--- config.mk ---
export PLATFORM = sky130hd
export DESIGN_NAME = booth_seq_mul_flat
export DESIGN_NICKNAME = d
export VERILOG_FILES = /design/src/rtl/booth_seq_mul_if.sv /design/src/rtl/booth_seq_mul.sv /design/src/flat_wrapper.sv
export SDC_FILE = /design/constraint.sdc
export NUM_CORES = 1
export LEC_CHECK = 0
export ABC_AREA = 1
export CORE_MARGIN = 3
export CORE_UTILIZATION = 30
export CTS_CLUSTER_SIZE = 20
export DETAILED_ROUTE_END_ITERATION = 16
export GPL_TIMING_DRIVEN = 0
export SLEW_MARGIN = 40
export SYNTH_ARGS = -nofsm -noshare
export SYNTH_HDL_FRONTEND = slang
export SYNTH_SLANG_ARGS = --single-unit
--- constraint.sdc ---
create_clock -name clk -period 2.55 [get_ports clk]
set_clock_uncertainty 0.15 [all_clocks]
set_input_delay 0.255 -clock clk [delete_from_list [all_inputs] [get_ports clk]]
set_output_delay 0.255 -clock clk [all_outputs]
set_load 0.005 [all_outputs]
--- src/rtl/booth_seq_mul_if.sv ---
// Start/done handshake bundle shared by the sequential multiply/divide datapaths.
// The master issues start with operands; the slave reports busy, done and the held product.
interface booth_seq_mul_if #(
  parameter int WM = 5,
  parameter int WQ = 4
);
  logic              start;
  logic [WM-1:0]     multiplicand;
  logic [WQ-1:0]     multiplier;
  logic              busy;
  logic              done;
  logic [WM+WQ-1:0]  product;

  modport master (
    output start, multiplicand, multiplier,
    input  busy, done, product
  );

  modport slave (
    input  start, multiplicand, multiplier,
    output busy, done, product
  );
endinterface

--- src/rtl/booth_seq_mul.sv ---
// Sequential radix-2 Booth multiplier, one Booth step per clock, signed x signed.
// Optional macro BOOTH_MUL_ZERO_SKIP_EN: a zero operand completes in one clock from IDLE.
module booth_seq_mul #(
  parameter int WM = 5,
  parameter int WQ = 4
) (
  input  logic            clk,
  input  logic            rst_n,
  booth_seq_mul_if.slave  bus,
  output logic            dbg_state
);

  // Handshake: start is sampled only on an edge where busy=0; done is a one-cycle
  // pulse announcing a new product, which is held until the following done.
  localparam int CW = (WQ > 1) ? $clog2(WQ) : 1;
  localparam int TW = WM + 1 + WQ + 1;

  typedef enum logic {
    IDLE = 1'b0,
    CALC = 1'b1
  } state_t;

  state_t            state;
  logic [WM-1:0]     m_reg;
  logic [WM:0]       a_reg;
  logic [WQ-1:0]     q_reg;
  logic              q_1;
  logic [CW-1:0]     count;
  logic              busy_r;
  logic              done_r;
  logic [WM+WQ-1:0]  product_r;

  logic [WM:0]       m_sxt;
  logic [WM:0]       a_sum;
  logic [TW-1:0]     acc;
  logic [TW-1:0]     shifted;
  logic              zero_op;

  assign m_sxt = {m_reg[WM-1], m_reg};

  always_comb begin
    a_sum = a_reg;
    case ({q_reg[0], q_1})
      2'b10:   a_sum = a_reg - m_sxt;
      2'b01:   a_sum = a_reg + m_sxt;
      default: a_sum = a_reg;
    endcase
  end

  // A carries one guard bit, so the arithmetic shift of {A,Q,q_1} stays exact.
  assign acc     = {a_sum, q_reg, q_1};
  assign shifted = $signed(acc) >>> 1;

`ifdef BOOTH_MUL_ZERO_SKIP_EN
  assign zero_op = (bus.multiplicand == '0) || (bus.multiplier == '0);
`else
  assign zero_op = 1'b0;
`endif

  always_ff @(posedge clk or negedge rst_n) begin
    if (!rst_n) begin
      state     <= IDLE;
      m_reg     <= '0;
      a_reg     <= '0;
      q_reg     <= '0;
      q_1       <= 1'b0;
      count     <= '0;
      busy_r    <= 1'b0;
      done_r    <= 1'b0;
      product_r <= '0;
    end else begin
      done_r <= 1'b0;
      case (state)
        IDLE: begin
          if (bus.start) begin
            if (zero_op) begin
              product_r <= '0;
              done_r    <= 1'b1;
            end else begin
              m_reg  <= bus.multiplicand;
              a_reg  <= '0;
              q_reg  <= bus.multiplier;
              q_1    <= 1'b0;
              count  <= '0;
              busy_r <= 1'b1;
              state  <= CALC;
            end
          end
        end
        CALC: begin
          a_reg <= shifted[TW-1 -: WM+1];
          q_reg <= shifted[WQ:1];
          q_1   <= shifted[0];
          count <= count + 1'b1;
          if (count == CW'(WQ - 1)) begin
            product_r <= shifted[WM+WQ:1];
            done_r    <= 1'b1;
            busy_r    <= 1'b0;
            state     <= IDLE;
          end
        end
        default: state <= IDLE;
      endcase
    end
  end

  assign bus.busy    = busy_r;
  assign bus.done    = done_r;
  assign bus.product = product_r;
  assign dbg_state   = (state == CALC);

endmodule
--- src/flat_wrapper.sv ---
// flat-port wrapper written by rule: the top's interface ports become plain ports
module booth_seq_mul_flat 
#(
  parameter int WM = 5,
  parameter int WQ = 4
)
  (clk, rst_n, dbg_state, bus_start, bus_multiplicand, bus_multiplier, bus_busy, bus_done, bus_product);
  booth_seq_mul_if #(.WM(WM), .WQ(WQ)) bus_i ();
  input  logic clk;
  input  logic rst_n;
  output logic dbg_state;
  input wire logic [$bits(bus_i.start)-1:0] bus_start;
  input wire logic [$bits(bus_i.multiplicand)-1:0] bus_multiplicand;
  input wire logic [$bits(bus_i.multiplier)-1:0] bus_multiplier;
  output wire logic [$bits(bus_i.busy)-1:0] bus_busy;
  output wire logic [$bits(bus_i.done)-1:0] bus_done;
  output wire logic [$bits(bus_i.product)-1:0] bus_product;
  assign bus_i.start = bus_start;
  assign bus_i.multiplicand = bus_multiplicand;
  assign bus_i.multiplier = bus_multiplier;
  assign bus_busy = bus_i.busy;
  assign bus_done = bus_i.done;
  assign bus_product = bus_i.product;
  booth_seq_mul #(.WM(WM), .WQ(WQ)) u_core (.clk(clk), .rst_n(rst_n), .bus(bus_i), .dbg_state(dbg_state));
endmodule
### After elaboration in Yosys (flattened, before gate mapping)

Index checks and enable logic that the tools add are counted.

* register bits: 30
* output and inout port bits: 12

* add/subtract/negate cells: 3
* equal/unequal tests: 5
* mux-type cells: 19
* bitwise operators: 1
* reductions and logical operators: 3

Operator list (count)
* one-hot mux 6 bit (2 select lines): 2
* 2-to-1 mux 9 bit: 2
* one-hot mux 1 bit (2 select lines): 4
* one-hot mux 4 bit (2 select lines): 1
* adder 6 bit: 1
* 2-to-1 mux 1 bit: 6
* 2-to-1 mux 6 bit: 1
* AND reduction 2 bit: 3
* subtractor 6 bit: 1
* == test 2 bit (second input constant): 2
* 2-to-1 mux 4 bit: 1
* != test 2 bit (second input constant): 2
* one-hot mux 2 bit (2 select lines): 1
* adder 2 x 1 -> 2 bit (second input constant): 1
* == test 2 x 1 -> 1 bit (second input constant): 1
* 2-to-1 mux 2 bit: 1
* NOT 1 bit: 1

### Longest topological paths before layout

Gate-level depths: netlist (run 1).

* depth after elaboration: 4
* gate-level depth with buffers: 17
* gate-level depth less buffers: 17

### Worst setup path after synthesis (run 1)

No wires, ideal clock.

* path kind: reg2reg
* start: register u_core.q_reg[0]
* end: register u_core.a_reg[3]
* library setup time: 0.126 ns
* arrival: 1.901 ns
* data required time: 2.274 ns
* setup slack: 0.373 ns
* stages on the path, launching flop included: 14
* path through: dfrtp_1 -> inv_1 -> ha_1 -> inv_1 -> nand2_1 -> o21ai_0 -> fa_1 -> nand2_1 -> nand2_1 -> a21oi_1 -> xor2_1 -> nand2_1 -> nand3_1 -> o21ai_0

* longest elaborated chain between the ends: 3

Ends and longest elaborated chain
* start, declared: RTL line booth_seq_mul.sv:26 `logic [WQ-1:0] q_reg;`
* start signal, assigned: RTL line booth_seq_mul.sv:82 `q_reg <= bus.multiplier;`
* start signal, assigned: RTL line booth_seq_mul.sv:92 `q_reg <= shifted[WQ:1];`
* == test 2 x 1 -> 1 bit or == test 2 bit (tied branches): RTL line booth_seq_mul.sv:43 `case ({q_reg[0], q_1})`
* one-hot mux 6 bit (2 select lines) (*): RTL line booth_seq_mul.sv:43
* one-hot mux 6 bit (2 select lines) (*): RTL line booth_seq_mul.sv:73 `case (state)`
* end signal, assigned: RTL line booth_seq_mul.sv:91 `a_reg <= shifted[TW-1 -: WM+1];`
* end, declared: RTL line booth_seq_mul.sv:25 `logic [WM:0] a_reg;`

Every way passes the cells marked *; elsewhere a longest branch is shown, timed or not.
A chain may end at the register's enable or synchronous reset.

### Worst setup path in the final report (run 1)

* start: register u_core.m_reg[0]
* end: register u_core.a_reg[3]

* longest elaborated chain between the ends: 3

Ends and longest elaborated chain
* start, declared: RTL line booth_seq_mul.sv:24 `logic [WM-1:0] m_reg;`
* start signal, assigned: RTL line booth_seq_mul.sv:80 `m_reg <= bus.multiplicand;`
* adder 6 bit or subtractor 6 bit (tied branches): RTL line booth_seq_mul.sv:45, booth_seq_mul.sv:44
* one-hot mux 6 bit (2 select lines) (*): RTL line booth_seq_mul.sv:43
* one-hot mux 6 bit (2 select lines) (*): RTL line booth_seq_mul.sv:73

Marked as above.

==> impl_metrics.toml, run 1 <==
[outcome]
status = "finished, final reports clean"

[setup_path]
critPathCaptureType = "flip-flop"
reg2reg_depth = 12
required_ps = 2570
critPathKind = "reg2reg"
endpoint = "u_core.a_reg[3]"
crit_path_max_fanout = 4
cp_data_arrival_time_ps = 2380
rr_endpoint = "u_core.a_reg[3]"
rrSetupSlack_ps = 180
start_kind = "flip-flop"
reg2reg_from = "u_core.m_reg[0]"
startpoint = "u_core.m_reg[0]"

[route]
ant_nets = 0
first_pass_iters = 4
via_per_inst = 4.37
vias = 1241
wire_per_inst_um = 10.9
routed_wl_mm = 3.11
first_iter_violations = 51
drc = 0

[grt]
grt_remaining_overflow = 0
grt_pass1_vias = 1234
antenna_found_initial = 0
grt_use_total = 0.115
grt_max_degree = 30
grt_pass1_wl_mm = 5.49

[yosys]
synth_edf_count = 0
synth_cell_types = 25
async_flop_share = 1.00
yosys_warnings = 0
ys_ff_latch = 29
syn_area_per_cell_um2 = 8.21
ys_seq_area_frac = 0.478
synth_area_um2 = 1520
ys.flop_type = "dfrtp_1"
syn_nets = 207
synthCells = 185

[floorplan]
dieArea_um2 = 5950
fp.coreArea_um2 = 4820
fp-row-count = 25
die_width_um = 77.2
start_util = 0.315
io_pins = 24
die_h_um = 77.2

[sta]
max_freq_ghz = 0.422
worst_pin_slew_ps = 638
rsz0062_at_grt = "no"
final_max_slew_viol_count = 0
timing.final.crit_share = 0.929
relSlewSlack = 0.574
finalHoldViolCount = 0
setup_violations = 0
finalSetupTns_ps = 0
layout_min_cycle_time_ps = 2370

[cells_and_area]
syn2layout_area_growth_pct = 29.9
drive_gt1_frac = 0.0876
nFillCells = 518
final_cell_area_um2 = 1970
nNetsFinal = 238
layout.cells.non_filler = 284
antennaDiodeCount = 0
largest_reg_flops = 9

[min_path]
min_path_type = "reg2reg"
hp-start = "u_core.bus.product[3]"

[clock_tree]
cts_tree = "done"
numClockSinks = 29
cts_max_path_buffers = 2
cts-root-buf = "clkbuf_8"
clk_transition_reported_paths_ps = 70
htree_levels = 2
numCtsBuffers = 5
insertion_delay_ps = 280

[placed_design]
dp.cells = 275
gp_congestion = 0.800
portBuffers = 23
dpl-instance-area_um2 = 1830
dpl.hpwl_mm = 2.35

[pwr]
ir_worst_vdd_v = 0.000475
power_density_nw_per_um2 = 1490
cellLeakagePower_nw = 0.968

[run]
maxCapViolCount = 0
power by group:
part,leakage [nW],switching [W],internal (W)
Clock,0.0585,0.000180,0.000318
Sequential,0.362,0.000137,0.000678
Combinational,0.547,0.000916,0.000715
worst min path at each step:
| stage | endpoint | slack (ps) | cells past startpoint |
|---|---|---|---|
| final | u_core.bus.product[3] | 330 | 2 |
| after global routing | u_core.m_reg[4] | 370 | 3 |
| after CTS | u_core.bus.product[3] | 330 | 2 |
| after detailed placement | u_core.bus.product[0] | 180 | 1 |
| after global placement | u_core.bus.product[2] | 320 | 2 |
| after floorplan | u_core.a_reg[0] | -190 | 0 |
placed cells by master (no fill, tap or decap), drive strengths merged:
master / count
nand2: 76
o211ai: 1
a22o: 2
dfrtp: 29
o221ai: 2
fa: 1
buf: 4
nand4: 1
a31oi: 1
a21oi: 4
clkdlybuf4s50: 22
nor2: 10
xor2: 3
ha: 9
nand3b: 1
dlygate4sd3: 1
bufinv: 1
clkbuf: 7
a21boi: 1
nand3: 6
nor3: 2
inv: 18
o21ai: 15
timing repair:
item	4_1_cts	5_1_grt
hold buffers	1	0
gates resized for setup	0	6
setup buffers	0	0
hold endpoints to repair	29	0
endpoints found under the setup margin	0	6
layer usage:
| layer | wire, um | global-route usage |
|---|---|---|
| met1 | 1560 | 0.153 |
| met3 | 140 | 0.0352 |
| met2 | 1380 | 0.180 |
| met4 | 26 | 0.0374 |
| met5 | 0 | 0 |
area by class of cell:
class | count | area, um^2 | share of cell area
clock buffer | 7 | 86.3 | 0.0438
multi-input combinational | 135 | 721 | 0.365
sequential | 29 | 726 | 0.368
buffer | 3 | 23.8 | 0.0120
clock inverter | 1 | 30.0 | 0.0152
tap | 67 | 83.8 | 0.0425
inverter | 18 | 67.6 | 0.0342
timing repair buffer | 24 | 235 | 0.119
cells in the mapped netlist, drive strengths merged (2+ instances only):
cell    count  area share
a21oi       4       0.013
a22o        2       0.012
buf         3       0.016
dfrtp      29        0.48
ha          9       0.074
inv        18       0.044
nand2      76        0.19
nand3       6       0.020
nor2       10       0.030
nor3        2      0.0099
o21ai      15       0.049
o221ai      2       0.012
xor2        3       0.017
cells by family after synthesis:
group,after synthesis,synth area share
AND/OR/NAND/NOR,96,0.258
flip-flops,29,0.478
AO/OA/AOI/OAI,26,0.0997
buffers and inverters,21,0.0601
adder cells (fa/ha/maj),10,0.0873
XOR/XNOR,3,0.0173
worst max-delay path, cell delays in order (launching register included):
cell and delay (ps):
dfrtp_1 400, inv_2 90, ha_2 260, nand2_1 60
o21ai_0 140, fa_1 450, nand2_1 100, nand2_1 60
a21oi_1 150, xor2_1 160, nand2_1 80, nand3_1 70
o21ai_0 80
stage by stage:
step / setup WS, ps / hold WS (ps) / util / total power, W
floorplan: 373 / -191 / - / 0.00195
detailed placement: 147 / 178 / 0.379 / 0.00242
global route: 3.11 / 367 / 0.410 / 0.00329
CTS: 126 / 334 / 0.406 / 0.00294
global placement: 161 / 317 / 0.381 / 0.00239
finish: 180 / 326 / 0.410 / 0.00294
Power figures use the tool's default switching activity.
==> run 2, diff against run 1 <==
--- a/config.mk
+++ b/config.mk
@@ -5,7 +5,6 @@
 export SDC_FILE = /design/constraint.sdc
 export NUM_CORES = 1
 export LEC_CHECK = 0
-export ABC_AREA = 1
 export CORE_MARGIN = 3
 export CORE_UTILIZATION = 30
 export CTS_CLUSTER_SIZE = 20
==> impl_metrics.toml, run 2 <==
[sta]
finalSetupTns_ps = 0
rsz0062_at_grt = "yes"
timing.final.crit_share = 0.979
worst_pin_slew_ps = 660
whs_ps = 335
setup_violations = 0
final_max_slew_viol_count = 0
max_freq_ghz = 0.401
relSlewSlack = 0.560
layout_min_cycle_time_ps = 2500
finalHoldViolCount = 0

[pwr]
ir_worst_vdd_v = 0.000568
seq_power_share = 0.277
power.switching_w = 0.00123
cellLeakagePower_nw = 0.936
p_int_w = 0.00192
clock_power_share = 0.132
totalPowerFinal_w = 0.00315
p_comb_frac = 0.591
sw_frac_of_total = 0.390
power_density_nw_per_um2 = 1570

[setup_path]
cp_data_arrival_time_ps = 2510
start_kind = "flip-flop"
startpoint = "u_core.q_reg[0]"
required_ps = 2560
crit_path_max_fanout = 5
critPathCaptureType = "flip-flop"
reg2reg_from = "u_core.q_reg[0]"
critPathKind = "reg2reg"

[floorplan]
die_width_um = 77.6
fp.coreArea_um2 = 4850
io_pins = 24
die_h_um = 77.6
start_util = 0.317
fp-row-count = 25
dieArea_um2 = 6030

[grt]
grt_pass1_wl_mm = 5.76
grt_remaining_overflow = 0
antenna_found_initial = 0
grt_max_degree = 30
grt_pass1_vias = 1234
grt_use_total = 0.121

[min_path]
hp-start = "u_core.bus.product[4]"
min_path_type = "reg2reg"

[cells_and_area]
drive_gt1_frac = 0.203
syn2layout_area_growth_pct = 30.2
post-route-util = 0.413
layout_commonest_cell = "dfrtp_1"
nNetsFinal = 198
layout_common_cells = "29 x dfrtp_1, 22 x clkdlybuf4s50_1, 14 x nand2_1"
antennaDiodeCount = 0
final_cell_area_um2 = 2000
largest_reg_flops = 9

[yosys]
syn_nets = 164
synth_edf_count = 0
yosys-top-cells-count = "29 x dfrtp_1, 14 x nand2_1, 10 x mux2_2, 10 x o21ai_0, 9 x ha_1"
synthCells = 142
synth_cell_types = 32
ys_seq_area_frac = 0.472
ys_ff_latch = 29
syn_area_per_cell_um2 = 10.8
synthTopCellsByArea = "dfrtp_1 47%, ha_1 7.3%, mux2_2 7.3%"
async_flop_share = 1.00
yosys.area.top_type = "dfrtp_1"
ys.flop_type = "dfrtp_1"
yosys_warnings = 0
synth_area_um2 = 1540
synthDominantCellAreaShare = 0.472
yosys.cell_count.top_type = "dfrtp_1"

[clock_tree]
clk_transition_reported_paths_ps = 60
cts_max_path_buffers = 2
cts_tree = "done"
numClockSinks = 29
numCtsBuffers = 5
cts-root-buf = "clkbuf_8"
htree_levels = 2
insertion_delay_ps = 280

[placed_design]
gp_congestion = 0.818
dpl-instance-area_um2 = 1850
dpl.hpwl_mm = 2.42
portBuffers = 23

[route]
wire_per_inst_um = 13.7
ant_nets = 0
drc = 0
first_iter_violations = 75
first_pass_iters = 4
via_per_inst = 4.73
vias = 1154
routed_wl_mm = 3.33

[run]
maxCapViolCount = 0

[outcome]
status = "finished, final reports clean"
[run 2: changes by cell type after synthesis, moves of 3 or more]
cell / change
nand3_1: -4
inv_1: -12
xor2_1: +3
a21o_1: +4
nand2_1: -61
mux2_2: +10
nand2b_1: +4
o21ai_0: -5
mux2i_1: +8
a21oi_1: +3
buf_2: +3
[run 2: power groups by stage]
stage               registers [W]  clock network [W]  logic (W)
global placement         0.000869                  0    0.00169
floorplan                0.000844                  0    0.00128
global route             0.000905           0.000451    0.00207
CTS                      0.000876           0.000426    0.00182
detailed placement       0.000879                  0    0.00176
finish                   0.000873           0.000415    0.00186
[run 2: path summary, 6_finish.rpt]
kind / to / slack (ps) / depth (start not counted)
min in group asynchronous: u_core.q_reg[1] / 390 / 2
max reg2reg: u_core.bus.product[7] / 50 / 9
max in group asynchronous: u_core.m_reg[2] / 1440 / 2
min: u_core.bus.product[4] / 330 / 2
max: u_core.bus.product[7] / 50 / 9
min reg2reg: u_core.bus.product[4] / 330 / 2
[run 2: per-stage QoR]
| stage | setup slack (ps) | instances |
|---|---|---|
| CTS | 23.6 | 242 |
| finish | 53.4 | 244 |
| global placement | -85.7 | 232 |
| detailed placement | -101 | 232 |
| floorplan | 69.9 | 142 |
| global route | -53.1 | 244 |
[run 2: cells by family after synthesis]
family	count (synthesis)	synth area share
fa+ha+maj	10	0.0862
buf+inv	11	0.0374
mux	19	0.135
simple gates	36	0.110
compound gates	29	0.115
flops	29	0.472
xor+xnor	8	0.0455
[run 2: area by class of cell]
type,instances,area (um^2)
fillers,470,2840
multi-input cells,102,778
flip-flops and latches,29,726
repair buffers,27,258
clock buffers,7,96.3
well taps,67,83.8
plain buffers,6,38.8
inverters,5,18.8
clock inverters,1,5.00
[run 2: what timing repair did]
| action | CTS | global route |
|---|---|---|
| pin swaps | 0 | 1 |
| hold endpoints to repair | 29 | 0 |
| gates cloned | 0 | 0 |
| hold buffers | 1 | 0 |
| setup buffers | 1 | 2 |
| endpoints found under the setup margin | 4 | 5 |
| gates resized for setup | 3 | 1 |
[run 2: per-layer routing]
metal	routed length, um	GRT usage	vias to the layer above
li1	-	-	555
met1	1440	0.141	566
met2	1690	0.204	24
met3	118	0.0383	9
met4	81	0.0534	0
met5	0	0	-
[run 2: worst max-delay path, cell delays in order, from the launching register on]
cell	delay, ps
dfrtp_1	400
inv_1	100
ha_4	160
mux2_2	370
fa_2	360
a21o_1	180
a21oi_2	150
xor2_1	160
o21ai_1	100
mux2_4	260
